<file path="config.mk">
export PLATFORM = sky130hd
export DESIGN_NAME = i2c_tx_bit_sequencer
export DESIGN_NICKNAME = d
export VERILOG_FILES = /design/src/rtl/i2c_tx_bit_sequencer.sv
export SDC_FILE = /design/constraint.sdc
export NUM_CORES = 1
export LEC_CHECK = 0
export CAP_MARGIN = 25
export CORE_MARGIN = 10
export CORE_UTILIZATION = 55
export CTS_CLUSTER_SIZE = 30
export DETAILED_ROUTE_END_ITERATION = 8
export DONT_BUFFER_PORTS = 1
export GPL_TIMING_DRIVEN = 0
export HOLD_SLACK_MARGIN = 0.15
export PLACE_DENSITY = 0.71
export SYNTH_ARGS = -nofsm -noshare
export SYNTH_HDL_FRONTEND = slang
export SYNTH_SLANG_ARGS = --single-unit
export TNS_END_PERCENT = 100
</file>
<file path="constraint.sdc">
create_clock -name clk -period 4.3 [get_ports clk]
set_input_delay 0.86 -clock clk [delete_from_list [all_inputs] [get_ports clk]]
set_output_delay 0.86 -clock clk [all_outputs]
set_load 0.01 [all_outputs]
</file>
<file path="src/rtl/i2c_tx_bit_sequencer.sv">
// Transmit-side I2C bit sequencer: latches a byte, walks the 8:1 mux select MSB first,
// generates SCL phases from a clock divider, then releases SDA for the ACK clock.
module i2c_tx_bit_sequencer #(
  parameter int CLK_DIV = 4
) (
  input  logic       clk,
  input  logic       rst,
  input  logic       start,
  input  logic [7:0] data_in,
  input  logic       sda_in,
  output logic [7:0] byte_q,
  output logic [2:0] sel,
  output logic       scl_out,
  output logic       sda_oe,
  output logic       busy,
  output logic       done,
  output logic       ack_ok
);

  typedef enum logic [2:0] {
    IDLE     = 3'd0,
    BIT_LOW  = 3'd1,
    BIT_HIGH = 3'd2,
    ACK_LOW  = 3'd3,
    ACK_HIGH = 3'd4,
    DONE     = 3'd5
  } state_t;

  localparam logic [7:0] DIV_LAST = 8'(CLK_DIV - 1);

  state_t     state;
  logic [7:0] div;
  logic       phase_end;

  // The bit index saturates at 0 so it can never wrap back to 7 mid-byte.
  function automatic logic [2:0] sat_dec(input logic [2:0] v);
    return (v == 3'd0) ? 3'd0 : v - 3'd1;
  endfunction

  assign phase_end = (div == DIV_LAST);

  always_ff @(posedge clk) begin
    if (rst) begin
      state   <= IDLE;
      byte_q  <= 8'h00;
      sel     <= 3'd7;
      scl_out <= 1'b1;
      sda_oe  <= 1'b0;
      busy    <= 1'b0;
      done    <= 1'b0;
      ack_ok  <= 1'b0;
      div     <= 8'd0;
    end else begin
      done <= 1'b0;
      case (state)
        IDLE: begin
          scl_out <= 1'b1;
          sda_oe  <= 1'b0;
          div     <= 8'd0;
          if (start) begin
            byte_q  <= data_in;
            sel     <= 3'd7;
            busy    <= 1'b1;
            scl_out <= 1'b0;
            sda_oe  <= 1'b1;
            state   <= BIT_LOW;
          end
        end
        BIT_LOW: begin
          if (phase_end) begin
            div     <= 8'd0;
            scl_out <= 1'b1;
            state   <= BIT_HIGH;
          end else begin
            div <= div + 8'd1;
          end
        end
        BIT_HIGH: begin
          // sel only moves on the edge back into BIT_LOW, so data is stable while SCL is high.
          if (phase_end) begin
            div     <= 8'd0;
            scl_out <= 1'b0;
            if (sel == 3'd0) begin
              sda_oe <= 1'b0;
              state  <= ACK_LOW;
            end else begin
              sel   <= sat_dec(sel);
              state <= BIT_LOW;
            end
          end else begin
            div <= div + 8'd1;
          end
        end
        ACK_LOW: begin
          if (phase_end) begin
            div     <= 8'd0;
            scl_out <= 1'b1;
            state   <= ACK_HIGH;
          end else begin
            div <= div + 8'd1;
          end
        end
        ACK_HIGH: begin
          // A slave acknowledges by holding SDA low through the ACK clock.
          if (phase_end) begin
            div    <= 8'd0;
            ack_ok <= ~sda_in;
            done   <= 1'b1;
            state  <= DONE;
          end else begin
            div <= div + 8'd1;
          end
        end
        DONE: begin
          busy    <= 1'b0;
          sel     <= 3'd7;
          scl_out <= 1'b1;
          sda_oe  <= 1'b0;
          div     <= 8'd0;
          state   <= IDLE;
        end
        default: begin
          busy    <= 1'b0;
          sel     <= 3'd7;
          scl_out <= 1'b1;
          sda_oe  <= 1'b0;
          div     <= 8'd0;
          state   <= IDLE;
        end
      endcase
    end
  end

endmodule

</file>
Word level (Yosys, flattened, before mapping)
Index checks and enable logic that the tools add are counted.
W data, S select, Z words.
{"block": "word_totals", "regBits": 27, "inputBits": 12, "output_inout_bits": 16, "elab_cells": 64}
{"block": "op_classes", "addsub": 2, "n_eq_ne": 13, "muxes": 22, "bitwise": 4, "reduce_logical": 14}
{"op": "$mux W3", "count": 8}
{"op": "$pmux W3 S5", "count": 1}
{"op": "$ne A2 B2 Y1 const B", "count": 7}
{"op": "$pmux W3 S3", "count": 1}
{"op": "$add A8 B1 Y8 const B", "count": 1}
{"op": "$eq A8 B2 Y1 const B", "count": 1}
{"op": "$mux W1", "count": 8}
{"op": "$eq A3 B2 Y1 const B", "count": 2}
{"op": "$logic_not A3 Y1", "count": 2}
{"op": "$reduce_and A2 Y1", "count": 3}
{"op": "$reduce_and A3 Y1", "count": 2}
{"op": "$reduce_or A3 Y1", "count": 2}
{"op": "$reduce_and A5 Y1", "count": 1}
{"op": "$not A1 Y1", "count": 4}
{"op": "$pmux W1 S4", "count": 1}
{"op": "$reduce_and A4 Y1", "count": 1}
{"op": "$reduce_or A2 Y1", "count": 2}
{"op": "$reduce_or A4 Y1", "count": 1}
{"op": "$eq A3 B1 Y1 const B", "count": 1}
{"op": "$eq A3 B3 Y1 const B", "count": 1}
{"op": "$pmux W1 S3", "count": 1}
{"op": "$sub A3 B1 Y3 const B", "count": 1}
{"op": "$mux W2", "count": 1}
{"op": "$ne A2 B1 Y1 const B", "count": 1}
{"op": "$pmux W1 S2", "count": 1}

Logic depth before layout (Yosys ltp)
Gate-level depths: netlist (run 1).
{"block": "logic_depth", "depth_word": 4, "mapped_depth": 7, "mapped_depth_nobuf": 6}

Least setup slack after synthesis (run 1)
OpenSTA, ideal clock, no wires.
{"block": "synth_timing", "path_kind": "input port to flip-flop", "from": "input port start", "to": "register sda_oe", "setup_time_ns": 0.059, "arrival_time_ns": 1.604, "required_time_ns": 4.241, "path_slack_ns": 2.637, "cell_stages": 4, "path_buffers": 0, "path_cell_list": "nor4b_2 nor2_1 nor2_1 o31a_1"}
{"block": "synth_between", "elab_chain_len": 2}
{"element": "start, declared", "line_no": "8", "text": "input logic start,"}
{"element": "$mux W1", "line_no": "60", "text": "if (start) begin"}
{"element": "$pmux W1 S3", "line_no": "55", "text": "case (state)"}
{"element": "end signal, assigned", "line_no": "48", "text": "sda_oe <= 1'b0;"}
{"element": "end signal, assigned", "line_no": "58", "text": "sda_oe <= 1'b0;"}
{"element": "end signal, assigned", "line_no": "65", "text": "sda_oe <= 1'b1;"}
{"element": "end, declared", "line_no": "14", "text": "output logic sda_oe,"}
No other way between the ends.
A chain may end at the register's enable or synchronous reset.

Worst setup path in the final report (run 1)
{"block": "layout_timing", "from": "register div[0]", "to": "register sel[1]"}
{"block": "layout_between", "elab_chain_len": 3}
{"element": "start, declared", "line_no": "32", "text": "logic [7:0] div;"}
{"element": "start signal, assigned", "line_no": "75", "text": "div <= div + 8'd1;"}
{"element": "start signal, assigned", "line_no": "91", "text": "div <= div + 8'd1;"}
{"element": "start signal, assigned", "line_no": "100", "text": "div <= div + 8'd1;"}
{"element": "$eq A8 B2 Y1", "line_no": "40", "text": "assign phase_end = (div == DIV_LAST);"}
{"element": "$ne A2 B2 Y1 (no source line)"}
{"element": "$reduce_and A4 Y1 (no source line)"}
{"element": "end signal, assigned", "line_no": "87", "text": "sel <= sat_dec(sel);"}
{"element": "end, declared", "line_no": "12", "text": "output logic [2:0] sel,"}
No other way between the ends.

==> out/qor.csv, run 1 <==
metric,value,unit
Crit-path slowest cell,dfxtp_1,
post-layout instance area,0.00130,mm²
vias per cell,5.67,
Core Footprint,0.00217,mm²
CTS sink count,27,
combinational power share,8.9,%
Layout Nets,166,
Synth Warn #,0,
top-count cell post-synth,dfxtp_1,
Area Overhead vs Synth,5.27,%
CTS tree,built,
largest net degree at the start of global routing,17,
Post-Syn Area,0.00123,mm²
critical path cell sequence,ha_1 -> nor3b_1 -> and2_1 -> buf_6 -> nand4_1 -> a31o_2,
drt total wl,2570,µm
Crit path largest cell delay,0.43,ns
Critical Path RT,4.54,ns
Yosys top cell by area,dfxtp_1,
top cell type's share of synthesized area,43.8,%
setup repair after global routing missed its margin,false,
Mapped Cells,146,
crit path kind,reg2reg,
initial antenna violation count,0,
Pleak,0.505,nW
utilization after layout,59.9,%
"Clk Latency, worst-skew pair",0.33,ns
Final Skew,0.00393,ns
net switching power figure,0.111,mW
Bufs and invs on worst path,1,
critical path arrival,2.04,ns
endpoint class of the critical path,flip-flop,
Worst slew margin,49.4,%
max frequency,556,MHz
fin. max-slew vios,0,
Hold Slack,0.504,ns
vias in the first global route,966,
Post-DRT Antenna Nets,0,
Net Sw Frac,26.4,%
Internal Power,0.310,mW
postcts setup bufs,0,
Compound-Gate Fraction of Synth Area,16.1,%
pwr dens,324,mW/mm²
Worst Hold Class,reg2reg,
Worst Path Max Fanout,10,
first drt pass iteration count,4,
worst slew pin tran,0.757,ns
Rows,17,
largest family of logic cells by synthesized area,simple AND/OR/NAND/NOR gates,
PostCTS Resize Cnt,0,
Synth Area in Adders,3.04,%
gr ovfl total,0,
clock share of power,27.0,%
MaxCap Viol Count,0,
CTS root buffer,clkbuf_4,
fraction of layout cells with a size suffix above 1,10.7,%
crit start category,flip-flop,
DIE AREA,0.00454,mm²
fraction of the yosys area taken by sequential cells,43.8,%
Die Height,67.4,µm
"top cells by count, synth","27 x dfxtp_1, 23 x nand2_1, 16 x nor2_1",
number of DRC markers in iteration 0,48,
Placed Instance Area,0.00127,mm²
clk buf depth,2,
depth of the CTS H-tree,1,
Post-synth EDFFs,0,
number of synthesized register bits,27,
DRC Markers,0,
first-pass GRT wire length,4240,µm
Routed WL per cell,14.4,µm
IO buf count,0,
Mean Syn Cell Area,8.45,µm²
cell family with most CP delay,simple AND/OR/NAND/NOR gates,
initial core utilization,56.9,%
Synth Area in XOR/XNOR,4.97,%
outcome,"complete, no violations",
diode count,0,
io pins,28,
Final Critical Period,1.80,ns
"Top FF cell, synth",dfxtp_1,
DPL Wire Length,1940,µm
Seq pwr share,64.0,%
GRT Total Usage,11.6,%
Peak VDD IR,0.000223,V
period utilization,41.8,%
mux cell area share after synthesis,0,%
DR vias,1010,
Die X,67.4,µm
share of flip-flops with an asynchronous set or reset,0,%
Post-Synth Simple-Gate Area,26.4,%
"Setup violations, final",0,
Clock Pin Slew Worst Setup and Hold Paths,0.15,ns
final hold vios,0,
ranking of synthesized cells by area,"dfxtp_1 44%, nand2_1 7.0%, a21oi_1 5.3%",
post-synth net total,161,
cts bufs inserted,3,
cts hold-fix bufs,0,
Yosys cell types,37,
RePlAce Congestion,0.834,
setup TNS,0,ns
==> state kept, by name, indices dropped and copies added, names as in the netlist <==
signal   flops
sel          3
div          8
done         1
byte_q       8
sda_oe       1
ack_ok       1
scl_out      1
busy         1
state        3
==> through the flow <==
step	instances	worst slack (ns)	power (mW)
after floorplan	146	2.64	0.303
after global placement	174	2.46	0.311
after detailed placement	174	2.45	0.312
after CTS	178	2.50	0.425
after global routing	178	2.35	0.440
final	178	2.50	0.420
==> cell type report <==
| cell class | instances | area, µm² |
|---|---|---|
| clock inverters | 1 | 7.51 |
| clock buffers | 3 | 22.5 |
| flip-flops and latches | 27 | 541 |
| fillers | 204 | 871 |
| multi-input cells | 107 | 623 |
| plain buffers | 7 | 51.3 |
| well taps | 28 | 35.0 |
| inverters | 5 | 18.8 |
==> routing by layer <==
layer / wire length (µm) / global-route usage [%] / up-vias
met5: 0 / 0 / -
met2: 1180 / 18.7 / 25
met3: 234 / 4.46 / 4
met1: 1140 / 13.9 / 470
met4: 21 / 3.85 / 0
li1: - / - / 511
==> path summary, 6_finish.rpt <==
check          from     end  slack, ns  cells past startpoint
max reg2reg  div[0]  sel[1]       2.50                      6
min reg2reg  div[0]  div[0]       0.50                      1
max          div[0]  sel[1]       2.50                      6
min          div[0]  div[0]       0.50                      1
==> cell families (layout without fill, tap and decap cells) <==
family / count (synthesis) / count (layout)
adders and majority gates: 3 / 3
and+or+nand+nor: 66 / 66
xor gates and xnor gates: 7 / 7
buffers and inverters: 12 / 16
DFF: 27 / 27
AOI/OAI and AO/OA: 31 / 31
==> power groups by stage <==
stage,clock network (mW),logic [mW],registers [mW]
finish,0.114,0.0375,0.269
global placement,0,0.0363,0.275
floorplan,0,0.0306,0.273
detailed placement,0,0.0372,0.275
CTS,0.117,0.0377,0.270
global route,0.126,0.0429,0.271
==> worst register-to-register path: cells and delay by family (launching register included) <==
kind                       cells  cell delay [ns]
and+or+nand+nor                3             0.64
DFF                            1             0.43
AOI/OAI and AO/OA              1             0.26
adders and majority gates      1             0.25
buffers and inverters          1             0.14
==> cell usage in the layout (no fill, tap or decap), types with 3 or more instances in the layout <==
cell type,Yosys,layout
a211oi_1,3,3
a21oi_1,13,13
buf_6,3,3
clkbuf_4,0,3
dfxtp_1,27,27
ha_1,3,3
inv_1,5,5
nand2_1,23,23
nand2b_1,3,3
nand3_1,7,7
nor2_1,16,16
nor3_1,3,3
xor2_1,6,6
Note: power is estimated with default switching activity, not from simulation.
==> run 2, diff against run 1 <==
==> constraint.sdc (replaced) <==
create_clock -name clk -period 1.68 [get_ports clk]
set_input_delay 0.336 -clock clk [delete_from_list [all_inputs] [get_ports clk]]
set_output_delay 0.336 -clock clk [all_outputs]
set_load 0.01 [all_outputs]
==> out/qor.csv, run 2 (same netlist as run 1, synthesis figures left out) <==
metric,value,unit,change
clk buf depth,2,,unchanged
"Clk Latency, worst-skew pair",0.33,ns,about the same
worst hold path cell count,2,,was 1
worst slew pin tran,0.487,ns,was 0.757 ns
setup TNS,0,ns,unchanged
DRC Markers,0,,unchanged
DPL Wire Length,1940,µm,unchanged
Worst slew margin,67.4,%,was 49.4%
"Setup violations, final",0,,unchanged
crit start category,flip-flop,,unchanged
Worst Hold Class,in2reg,,was reg2reg
Clock Pin Slew Worst Setup and Hold Paths,0.15,ns,about the same
CTS tree,built,,unchanged
Die X,67.4,µm,unchanged
MaxCap Viol Count,0,,unchanged
fraction of layout cells with a size suffix above 1,15.6,%,was 10.7%
"commonest cells after routing, fill and taps aside","25 x dfxtp_1, 23 x nand2_1, 14 x nor2_1, 13 x a21oi_1, 9 x dlygate4sd3_1",,"was 27 x dfxtp_1, 23 x nand2_1, 16 x nor2_1, 13 x a21oi_1, 7 x nand3_1"
"non-filler cells, final",188,,was 178
drt total wl,2770,µm,was 2570 µm
vias per cell,5.63,,was 5.67
diode count,0,,unchanged
io pins,28,,unchanged
Core Footprint,0.00217,mm²,unchanged
final hold vios,0,,unchanged
largest net degree at the start of global routing,17,,unchanged
Final Skew,0.00604,ns,was 0.00393 ns
cts bufs inserted,3,,unchanged
max frequency,625,MHz,was 556 MHz
endpoint class of the critical path,flip-flop,,unchanged
Peak VDD IR,0.000581,V,was 0.000223 V
Register Area,543,µm²,was 541 µm²
Hold Slack,0.230,ns,was 0.504 ns
hold_sp,rst,,was div[0]
Critical Path RT,1.95,ns,was 4.54 ns
period utilization,95.2,%,was 41.8%
Routed WL per cell,14.7,µm,was 14.4 µm
vias in the first global route,1011,,was 966
Rows,17,,unchanged
depth of the CTS H-tree,1,,unchanged
CP Launch Point,div[0],,unchanged
biggest regs,"byte_q: 8 flops, div: 8 flops",,unchanged
outcome,"complete, no violations",,unchanged
"most common cell after layout, fill and taps aside",dfxtp_1,,unchanged
Worst Path Max Fanout,10,,unchanged
initial core utilization,56.9,%,unchanged
placed insts,174,,unchanged
Pleak,0.561,nW,was 0.505 nW
DR vias,1059,,was 1010
critical path arrival,1.87,ns,was 2.04 ns
DIE AREA,0.00454,mm²,unchanged
CTS root buffer,clkbuf_4,,unchanged
IO buf count,0,,unchanged
CTS sink count,27,,unchanged
first-pass GRT wire length,4530,µm,was 4240 µm
first drt pass iteration count,4,,unchanged
Pwr Total,1.10,mW,was 0.420 mW
Final Critical Period,1.60,ns,was 1.80 ns
Area Overhead vs Synth,16.5,%,was 5.27%
setup repair after global routing missed its margin,false,,unchanged
Layout Nets,176,,was 166
initial antenna violation count,0,,unchanged
multi-input logic area,666,µm²,was 623 µm²
GRT Total Usage,12.4,%,was 11.6%
crit path kind,reg2reg,,unchanged
Post-DRT Antenna Nets,0,,unchanged
number of DRC markers in iteration 0,42,,was 48
Fill cells,182,,was 204
worst reg2reg path depth,6,,unchanged
fin. max-slew vios,0,,unchanged
Die Height,67.4,µm,unchanged
gr ovfl total,0,,unchanged
RePlAce Congestion,0.834,,unchanged
Reg2Reg Launch Point,div[0],,unchanged
pwr dens,764,mW/mm²,was 324 mW/mm²
run 2: power by group:
group          leakage (nW)  internal (mW)  total (mW)  switching (mW)
Clock                0.0139         0.0910       0.291           0.200
Combinational         0.326         0.0536       0.119          0.0650
Sequential            0.221          0.664       0.690          0.0256
run 2: what timing repair did:
| item | CTS | global route |
|---|---|---|
| endpoints found under the setup margin | 14 | 14 |
| pin swaps | 0 | 0 |
| cloned | 0 | 0 |
| buffers inserted | 2 | 0 |
| hold buffers | 9 | 0 |
| gates resized for setup | 5 | 5 |
| hold endpoints to repair | 9 | 0 |
run 2: path summary, 6_finish.rpt:
kind / to / slack [ns]
setup / recovery: div[6] / 0.08
hold / removal: div[0] / 0.23
setup reg to reg: div[6] / 0.08
hold reg to reg: byte_q[4] / 0.52
run 2: final cells by class:
type,instances,share of cell area (%)
Multi-Input combinational cell,107,46.3
Sequential cell,27,37.8
Timing Repair Buffer,11,7.31
Buffer,6,2.79
Tap cell,28,2.44
Clock buffer,3,1.57
Inverter,5,1.31
Clock inverter,1,0.522
run 2: per-layer routing:
layer  vias up  routed length (µm)  track usage (%)  part of all wire (%)
li1        529                   -                -                     -
met1       506                1220             14.7                    44
met5         -                   0                0                     0
met3         4                 211             4.63                   7.6
met4         0                  21             3.85                  0.76
met2        20                1320             20.5                    48
run 2: metrics by stage:
step / setup slack [ns] / util (%) / cell area, µm²
after floorplan: 0.0467 / - / 1230
after global placement: -0.0702 / 58.5 / 1270
after detailed placement: -0.0923 / 58.5 / 1270
after CTS: 0.0165 / 65.6 / 1420
after global routing: 0.0199 / 66.3 / 1440
final: 0.0809 / 66.3 / 1440
run 2: worst max-delay path: stages, from the launching register on:
cell and delay, ns:
dfxtp_2 0.37, ha_4 0.17, nor3b_2 0.16, and2_1 0.17, buf_6 0.14, or3_4 0.42
nor2_1 0.12
